[config.mk]
export PLATFORM = sky130hd
export DESIGN_NAME = audio_level_meter
export DESIGN_NICKNAME = d
export VERILOG_FILES = /design/src/rtl/audio_level_meter.sv
export SDC_FILE = /design/constraint.sdc
export NUM_CORES = 1
export LEC_CHECK = 0
export CORE_AREA = 2 2 134 136
export CTS_BUF_LIST = sky130_fd_sc_hd__clkbuf_8
export DETAILED_ROUTE_END_ITERATION = 10
export DIE_AREA = 0 0 136 138
export GPL_TIMING_DRIVEN = 0
export PLACE_DENSITY = 0.77
export SLEW_MARGIN = 10
export SYNTH_ARGS = -nofsm -noshare
export SYNTH_HDL_FRONTEND = slang
export SYNTH_SLANG_ARGS = --single-unit
[constraint.sdc]
create_clock -name iCLK -period 5.4 [get_ports iCLK]
set_input_delay 0.81 -clock iCLK [delete_from_list [all_inputs] [get_ports iCLK]]
set_output_delay 0.81 -clock iCLK [all_outputs]
set_load 0.1 [all_outputs]
[src/rtl/audio_level_meter.sv]
// audio_level_meter
// Multi-channel sample monitor that decimates live audio samples to a slow
// refresh rate for the HEX and LEDR displays. Each channel keeps its last
// sample and the peak magnitude seen during the current refresh window. Once
// per PERIOD cycles the displayed value is refreshed from one of these, picked
// by the mode: raw snapshot, peak hold with exponential decay, or freeze.
// Ports:
//   iCLK     system clock, rising edge
//   iRST     asynchronous active-high reset
//   iSample  CHANNELS packed two's-complement samples, channel c at [c*SAMPLE_W +: SAMPLE_W]
//   iValid   per-channel one-cycle sample strobe
//   iMode    00 raw, 01 peak hold, 10 freeze, 11 behaves as raw
//   oDisp    displayed value per channel, same packing as iSample
//   oBar     thermometer bar per channel, bit 0 lowest segment, one cycle behind oDisp
//   oUpdate  one-cycle pulse after oDisp has been refreshed
module audio_level_meter #(
  parameter int CHANNELS    = 2,
  parameter int SAMPLE_W    = 16,
  parameter int PERIOD      = 5000000,
  parameter int DECAY_SHIFT = 4,
  parameter int BAR_W       = 8
) (
  input  logic                         iCLK,
  input  logic                         iRST,
  input  logic [CHANNELS*SAMPLE_W-1:0] iSample,
  input  logic [CHANNELS-1:0]          iValid,
  input  logic [1:0]                   iMode,
  output logic [CHANNELS*SAMPLE_W-1:0] oDisp,
  output logic [CHANNELS*BAR_W-1:0]    oBar,
  output logic                         oUpdate
);

  localparam int CNT_W  = (PERIOD > 1) ? $clog2(PERIOD) : 1;
  // Shift that maps a magnitude onto 0..BAR_W-1 bar levels.
  localparam int BAR_SH = SAMPLE_W - 1 - $clog2(BAR_W);

  localparam logic [1:0] MODE_RAW    = 2'b00;
  localparam logic [1:0] MODE_PEAK   = 2'b01;
  localparam logic [1:0] MODE_FREEZE = 2'b10;

  localparam logic [SAMPLE_W-1:0] ZERO_W  = {SAMPLE_W{1'b0}};
  localparam logic [SAMPLE_W-1:0] ONE_W   = {{(SAMPLE_W-1){1'b0}}, 1'b1};
  localparam logic [SAMPLE_W-1:0] MIN_NEG = {1'b1, {(SAMPLE_W-1){1'b0}}};
  localparam logic [SAMPLE_W-1:0] MAX_POS = {1'b0, {(SAMPLE_W-1){1'b1}}};

  // Magnitude of a two's-complement value; the most negative code saturates
  // to the largest positive code, so the result always fits SAMPLE_W-1 bits.
  function automatic logic [SAMPLE_W-1:0] sat_abs(input logic [SAMPLE_W-1:0] x);
    logic [SAMPLE_W-1:0] r;
    if (x == MIN_NEG) begin
      r = MAX_POS;
    end else if (x[SAMPLE_W-1]) begin
      r = ~x + ONE_W;
    end else begin
      r = x;
    end
    return r;
  endfunction

  // Thermometer bar: segments 0..level lit, nothing lit for silence.
  function automatic logic [BAR_W-1:0] bar_of(input logic [SAMPLE_W-1:0] d);
    logic [SAMPLE_W-1:0] mag;
    logic [SAMPLE_W-1:0] lvl;
    logic [BAR_W-1:0]    b;
    mag = sat_abs(d);
    lvl = mag >> BAR_SH;
    for (int i = 0; i < BAR_W; i++) begin
      b[i] = (mag != ZERO_W) && (lvl >= SAMPLE_W'(i));
    end
    return b;
  endfunction

  logic [CNT_W-1:0]    cnt_r;
  logic [1:0]          mode_q_r;
  logic                update_r;
  logic [SAMPLE_W-1:0] last_r    [CHANNELS];
  logic [SAMPLE_W-1:0] acc_r     [CHANNELS];
  logic [SAMPLE_W-1:0] disp_r    [CHANNELS];
  logic [BAR_W-1:0]    bar_r     [CHANNELS];

  logic                term_s;
  logic [1:0]          mode_eff_s;
  logic [SAMPLE_W-1:0] smp_s      [CHANNELS];
  logic [SAMPLE_W-1:0] smp_abs_s  [CHANNELS];
  logic [SAMPLE_W-1:0] acc_eff_s  [CHANNELS];
  logic [SAMPLE_W-1:0] dec_s      [CHANNELS];
  logic [SAMPLE_W-1:0] disp_nxt_s [CHANNELS];

  // Terminal-cycle detect and mode normalisation (11 behaves as raw).
  always_comb begin
    term_s     = (cnt_r == CNT_W'(PERIOD - 1));
    mode_eff_s = (iMode == 2'b11) ? MODE_RAW : iMode;
  end

  // Per-channel refresh value; acc_eff folds in a sample arriving this cycle.
  always_comb begin
    for (int c = 0; c < CHANNELS; c++) begin
      smp_s[c]     = iSample[c*SAMPLE_W +: SAMPLE_W];
      smp_abs_s[c] = sat_abs(smp_s[c]);
      if (iValid[c] && (smp_abs_s[c] > acc_r[c])) begin
        acc_eff_s[c] = smp_abs_s[c];
      end else begin
        acc_eff_s[c] = acc_r[c];
      end
      dec_s[c]      = disp_r[c] - (disp_r[c] >> DECAY_SHIFT);
      disp_nxt_s[c] = disp_r[c];
      case (mode_eff_s)
        MODE_RAW: begin
          if (iValid[c]) begin
            disp_nxt_s[c] = smp_s[c];
          end else begin
            disp_nxt_s[c] = last_r[c];
          end
        end
        MODE_PEAK: begin
          // On entry to peak mode the old display may be a signed raw value,
          // so it is replaced outright instead of being decayed.
          if (mode_q_r != MODE_PEAK) begin
            disp_nxt_s[c] = acc_eff_s[c];
          end else if (dec_s[c] > acc_eff_s[c]) begin
            disp_nxt_s[c] = dec_s[c];
          end else begin
            disp_nxt_s[c] = acc_eff_s[c];
          end
        end
        MODE_FREEZE: begin
          disp_nxt_s[c] = disp_r[c];
        end
        default: begin
          disp_nxt_s[c] = disp_r[c];
        end
      endcase
    end
  end

  // Period counter, mode latch and refresh pulse.
  always_ff @(posedge iCLK or posedge iRST) begin
    if (iRST) begin
      cnt_r    <= {CNT_W{1'b0}};
      mode_q_r <= MODE_RAW;
      update_r <= 1'b0;
    end else begin
      if (term_s) begin
        cnt_r    <= {CNT_W{1'b0}};
        mode_q_r <= mode_eff_s;
      end else begin
        cnt_r    <= cnt_r + CNT_W'(1);
      end
      update_r <= term_s && (mode_eff_s != MODE_FREEZE);
    end
  end

  // Per-channel capture, window peak, display and bar registers.
  always_ff @(posedge iCLK or posedge iRST) begin
    if (iRST) begin
      for (int c = 0; c < CHANNELS; c++) begin
        last_r[c] <= ZERO_W;
        acc_r[c]  <= ZERO_W;
        disp_r[c] <= ZERO_W;
        bar_r[c]  <= {BAR_W{1'b0}};
      end
    end else begin
      for (int c = 0; c < CHANNELS; c++) begin
        if (iValid[c]) begin
          last_r[c] <= smp_s[c];
        end
        // A sample on the terminal cycle belongs only to the closing window.
        if (term_s) begin
          acc_r[c]  <= ZERO_W;
          disp_r[c] <= disp_nxt_s[c];
        end else begin
          acc_r[c]  <= acc_eff_s[c];
        end
        bar_r[c] <= bar_of(disp_r[c]);
      end
    end
  end

  // Pack per-channel registers onto the output buses.
  always_comb begin
    oDisp   = {(CHANNELS*SAMPLE_W){1'b0}};
    oBar    = {(CHANNELS*BAR_W){1'b0}};
    oUpdate = update_r;
    for (int c = 0; c < CHANNELS; c++) begin
      oDisp[c*SAMPLE_W +: SAMPLE_W] = disp_r[c];
      oBar[c*BAR_W +: BAR_W]        = bar_r[c];
    end
  end

endmodule

Word level (Yosys, flattened, before mapping)
Index checks and enable logic that the tools add are counted.
Cells by class
  reduce and logical (&&, ||, !) cells: 24
  add/sub/neg operators: 7
  equality and inequality tests: 9
  order comparisons: 20
  bitwise operators: 4
  muxes and demuxes: 22
Operators by type and width (number)
  $mux W16: 18
  $add A16 B1 Y16 const B: 4
  $eq A16 B16 Y1 const B: 4
  $gt A16 B16 Y1: 4
  $not A16 Y16: 4
  $pmux W16 S2: 2
  $ge A4 B3 Y1 const B: 8
  $reduce_bool A16 Y1: 2
  $sub A16 B12 Y16: 2
  $add A23 B1 Y23 const B: 1
  $eq A23 B23 Y1 const B: 1
  $mux W23: 1
  $logic_and A1 B1 Y1: 19
  $ge A4 B1 Y1 const B: 4
  $ge A4 B2 Y1 const B: 4
  $eq A2 B1 Y1 const B: 1
  $eq A2 B2 Y1 const B: 1
  $logic_not A2 Y1: 1
  $mux W2: 1
  $ne A2 B1 Y1 const B: 1
  $ne A2 B2 Y1 const B: 1
  $reduce_and A2 Y1: 1
  $reduce_bool A2 Y1: 1
Word-level totals
  bits of input ports: 38
  output and inout bits: 49
  flip-flop bits (word level): 138
  word-level logic and storage cells: 97

Logic depth before layout (Yosys ltp)
Gate-level depths: netlist of run 1.
  depth after elaboration: 11
  mapped depth: 31

Least setup slack after synthesis of run 1
No wires, ideal clock.
  path kind: input -> register
  start point: in iSample[5]
  end point: reg disp_r (netlist bit oDisp[5])
  arrival time: 6.797 ns
  required time: 5.253 ns
  stages on the path: 29
  path buffers: 5
  setup time: 0.147 ns
  path slack: -1.544 ns
  cells stage by stage: or4_4 > or4_1 > or3_1 > o21ai_0 > mux2i_1 > ha_1 > nand4_1 > nor4_1 > a21boi_0 > o311a_1 > clkbuf_1 > clkbuf_1 > clkbuf_1 > nor2_1 > a21o_1 > inv_1 > ha_1 > a21o_1 > a21o_1 > a211oi_1 > o21bai_1 > a21o_1 > a221oi_1 > a31oi_1 > o41a_1 > buf_2 > buf_4 > mux2i_1 > o221ai_1
On the way
  longest elaborated chain between the ends: 11
  elaborated cells on any way between the ends: 13
  classes of those cells: 1 x add/sub; 2 x order compare; 1 x eq/ne; 7 x mux; 1 x bitwise; 1 x reduce/logical
Ends and longest elaborated chain
  start, declared: RTL line 25  | input logic [CHANNELS*SAMPLE_W-1:0] iSample,
  $not A16 Y16: RTL line 53  | r = ~x + ONE_W;
  $add A16 B1 Y16: RTL line 53
  $mux W16: RTL line 52  | end else if (x[SAMPLE_W-1]) begin
  $mux W16: RTL line 50  | if (x == MIN_NEG) begin
  $gt A16 B16 Y1: RTL line 100  | if (iValid[c] && (smp_abs_s[c] > acc_r[c])) begin
  $logic_and A1 B1 Y1: RTL line 100
  $mux W16: RTL line 100
  $gt A16 B16 Y1: RTL line 120  | end else if (dec_s[c] > acc_eff_s[c]) begin
  $mux W16: RTL line 120
  $mux W16: RTL line 118  | if (mode_q_r != MODE_PEAK) begin
  $pmux W16 S2 (*): RTL line 107  | case (mode_eff_s)
  end signal, assigned by index: RTL line 170  | disp_r[c] <= disp_nxt_s[c];
  end, declared: RTL line 78  | logic [SAMPLE_W-1:0] disp_r [CHANNELS];
Mark *: on every way between the ends. The rest lies on a longest branch, timed or not.
A chain may end at the register's enable or synchronous reset.

Final worst setup path of run 1
  start point: in iSample[5]
  end point: reg disp_r (netlist bit oDisp[7])
On the way
  longest elaborated chain between the ends: 11
  elaborated cells on any way between the ends: 12
  classes of those cells: 1 x add/sub; 2 x order compare; 1 x eq/ne; 6 x mux; 1 x bitwise; 1 x reduce/logical
Ends and longest elaborated chain (RTL line)
  $not A16 Y16: 53
  $add A16 B1 Y16: 53
  $mux W16: 52
  $mux W16 (*): 50
  $gt A16 B16 Y1: 100
  $logic_and A1 B1 Y1: 100
  $mux W16 (*): 100
  $gt A16 B16 Y1: 120
  $mux W16: 120
  $mux W16 (*): 118
  $pmux W16 S2 (*): 107
Marked as above.

==> results of run 1 <==
-- logic make-up (layout without fill, tap and decap cells) --
family,after synthesis,in the layout,share of synthesized area
AO/OA/AOI/OAI,251,252,0.1610
XOR/XNOR,70,70,0.05995
adder cells (fa/ha/maj),92,92,0.1138
buffers and inverters,152,333,0.05726
flip-flops,138,138,0.3377
multiplexers,70,70,0.07353
AND/OR/NAND/NOR,414,414,0.1967
-- worst max-delay path by stage --
| stage | to | slack [ns] | cells after the start |
|---|---|---|---|
| 6_report | oDisp[7]$_DFFE_PP0P_ | -1.05 | 31 |
| 2_1_floorplan | oDisp[5]$_DFFE_PP0P_ | -1.01 | 29 |
| 3_5_place_dp | oDisp[7]$_DFFE_PP0P_ | -2.55 | 27 |
| 4_1_cts | oDisp[6]$_DFFE_PP0P_ | -1.07 | 31 |
| 5_1_grt | oDisp[7]$_DFFE_PP0P_ | -1.19 | 31 |
| 3_3_place_gp | oDisp[7]$_DFFE_PP0P_ | -2.44 | 27 |
-- critical path: cells and delay by family --
family,cells,cell delay [ns]
AOI/OAI and AO/OA,14,2.59
and+or+nand+nor,6,1.59
buffers and inverters,8,1.13
adders and majority gates,2,0.52
muxes,1,0.18
-- per-layer routing --
metal / track usage / up-vias / part of all wire
met1: 0.4842 / 4859 / 0.44
met5: 0 / - / 0.00041
met4: 0.1223 / 2 / 0.031
li1: - / 4589 / -
met3: 0.06124 / 101 / 0.084
met2: 0.4903 / 476 / 0.44
-- per-stage QoR --
stage          power, mW  worst slack [ns]  std cells  hold slack (ns)
3_5_place_dp       1.916            -2.547       1501           0.4742
3_3_place_gp       1.886            -2.445       1500           0.4678
2_1_floorplan      1.712            -1.008       1187           0.4546
6_report           3.281            -1.048       1598           0.4910
4_1_cts            3.118            -1.073       1586           0.4910
5_1_grt            3.404            -1.195       1598           0.5059
-- synth_stat cells (12+ instances only) --
| cell type | count | area (µm²) |
|---|---|---|
| nand3_1 | 54 | 270.3 |
| o21ai_0 | 47 | 235.2 |
| a31oi_1 | 12 | 75.07 |
| nor4_1 | 13 | 81.33 |
| mux2_2 | 37 | 416.7 |
| nor2_1 | 138 | 518.0 |
| xor2_1 | 23 | 201.4 |
| clkbuf_1 | 39 | 146.4 |
| nand2_1 | 70 | 262.8 |
| a21o_1 | 30 | 225.2 |
| nand4_1 | 16 | 100.1 |
| dfrtp_1 | 138 | 3453 |
| a21oi_1 | 78 | 390.4 |
| mux2i_1 | 32 | 320.3 |
| or3_1 | 14 | 87.58 |
| nor3_1 | 33 | 165.2 |
| ha_1 | 89 | 1114 |
| and3_1 | 22 | 137.6 |
| inv_1 | 100 | 375.4 |
| xnor2_1 | 47 | 411.6 |
-- final cells by class --
| class | count | area (µm²) | share of cell area |
|---|---|---|---|
| Tap cell | 229 | 286.5 | 0.02145 |
| Sequential cell | 138 | 3453 | 0.2585 |
| Clock inverter | 14 | 220.2 | 0.01648 |
| Buffer | 46 | 326.6 | 0.02444 |
| Inverter | 103 | 396.6 | 0.02969 |
| Multi-Input combinational cell | 898 | 6990 | 0.5232 |
| Clock buffer | 18 | 247.7 | 0.01854 |
| Timing Repair Buffer | 152 | 1439 | 0.1077 |
-- timing repair --
action                                  in CTS  in global routing
endpoints found under the setup margin      32                 32
buffers inserted                            50                 15
endpoints found under the hold margin        0                  0
gates resized for setup                    167                 57
pin swaps                                   66                 44
cloned                                       4                  0
-- state kept, by name, indices dropped and copies added (netlist names) --
name / flops
oUpdate: 1
oDisp: 32
oBar: 16
mode_q_r: 2
last_r: 32
acc_r: 32
cnt_r: 23
-- power groups by stage --
stage	Combinational [mW]	Clock [mW]	Sequential, mW
floorplan	0.551	0	1.16
global placement	0.718	0	1.17
detailed placement	0.745	0	1.17
CTS	0.939	1.02	1.16
global route	1.17	1.06	1.18
finish	1.10	1.01	1.17
==> run_results.csv, run 1 <==
group,metric,value,unit
finish,n_antenna_cell,0,
setup_path,start_kind,"input pin",
placement,globalplace.congestion,0.9482,
hold_path,hold_end,"cnt_r[4]$_DFF_PP0_",
setup_path,crit_slowest_cell,"or4_4",
setup_path,cp.arrival,6.82,ns
yosys,yosysWarnings,0,
setup_path,worstSetupPathType,"input pin to flip-flop",
placement,portBuffers,84,
setup_path,cpMostUsedCell,"a21o_1",
global_routing,grt_usage,0.3310,
setup_path,required,5.77,ns
power,p_int,2.186,mW
setup_path,timing.rr.start,"oDisp[16]$_DFFE_PP0P_",
yosys,synthCells,1187,
hold_path,min_path_cells,1,
clock_network,cts_tree,"built",
setup_path,r2r_end,"oDisp[26]$_DFFE_PP0P_",
floorplan,fp.dieW,136,µm
detailed_routing,wl,31880,µm
yosys,syn_area,10230,µm²
sta,slew_viol_final,0,
power,power.leakage,5.929,nW
floorplan,coreArea,17530,µm²
setup_path,cp-end-kind,"flip-flop",
clock_network,cts-htree-levels,4,
clock_network,cts_buffer_depth,2,
finish,final_util,0.7620,
clock_network,cts.clk_slew.worst_paths,0.08,ns
power,sequentialPowerShare,0.356,
detailed_routing,vias_per_cell,6.275,
sta,max_slew.worst_pin.slew,0.9914,ns
power,switchingPower,1.095,mW
floorplan,die_h,138,µm
yosys,seq_area_frac_synth,0.3377,
floorplan,io_pins,87,
hold_path,min_from,"cnt_r[4]$_DFF_PP0_",
yosys,synth_cell_types,76,
sta,fmax,155.1,MHz
yosys,synth_edf_count,0,
global_routing,grt_max_degree,89,
setup_path,rr_worst_depth,23,
global_routing,grt_overflow,0,
finish,fill_cells,1211,
global_routing,grt_first_pass_wirelength,48920,µm
yosys,ys.flop_type,"dfrtp_1",
detailed_routing,wl_per_cell,19.95,µm
finish,synthToLayoutAreaGrowth,30.65,%
placement,post_dp_cell_area,11640,µm²
clock_network,cts_inserted_buffers,17,
sta,setup-tns-final,-29.71,ns
yosys,syn_nets,1316,
setup_path,critPathMaxFanout,8,
global_routing,grt_pass1_vias,9392,
power,clockPowerShare,0.308,
setup_path,slowest_delay,0.53,ns
sta,setup_violations,32,
yosys,ys_async_sr_fraction,1.000,
status,violations,"negative setup slack",
power,p_comb_frac,0.335,
floorplan,initial_utilization,0.5832,
global_routing,antenna_found_initial,1,
finish,layout-drive-gt1-share,0.2118,
power,vdd_drop_max,0.1683,mV
detailed_routing,antenna_left,0,
clock_network,cts.sinks,138,
sta,layout_setup_ws,-1.048,ns
sta,period_share,1.194,
floorplan,die_area,18770,µm²
finish,mostFrequentLayoutCells,"dfrtp_1, nor2_1, inv_1",
sta,fin_skew,0.01334,ns
setup_path,crit_start,"iSample[5]",
sta,hold_viol,0,
finish,final_area,13360,µm²
detailed_routing,firstDrtPassIters,5,
setup_path,r2r_slack,-0.21,ns
sta,min_period,6.448,ns
detailed_routing,num_vias,10030,
yosys,yosys_register_bits,138,
floorplan,rows,49,
status,outcome,"finished with violations",
detailed_routing,route.detailed.drc,0,
hold_path,min_path_type,"flip-flop to flip-flop",
sta,max_slew_margin,0.3330,
detailed_routing,drt_iter0_drc,799,
run,drv_cap,0,
sta,rsz0062_at_grt,"true",
placement,hpwlAfterDp,21260,µm
clock_network,hold_buffers,0,
clock_network,root_buffer,"clkbuf_8",
power,p_per_area,245.6,nW/µm²
finish,fin_nets,1485,
power,sw_frac_of_total,0.3338,
clock_network,clock_latency,0.47,ns
finish,final_common_cell,"dfrtp_1",
yosys,syn_avg_cell_area,8.615,µm²
(Power assumes the default switching activity.)
==> run 2: changes to the inputs <==
--- a/config.mk
+++ b/config.mk
@@ -5,6 +5,7 @@
 export SDC_FILE = /design/constraint.sdc
 export NUM_CORES = 1
 export LEC_CHECK = 0
+export CAP_MARGIN = 20
 export CORE_AREA = 2 2 134 136
 export CTS_BUF_LIST = sky130_fd_sc_hd__clkbuf_8
 export DETAILED_ROUTE_END_ITERATION = 10
==> results of run 2 <==
Same layout as run 1: the final DEF is identical, and so are final timing and power.
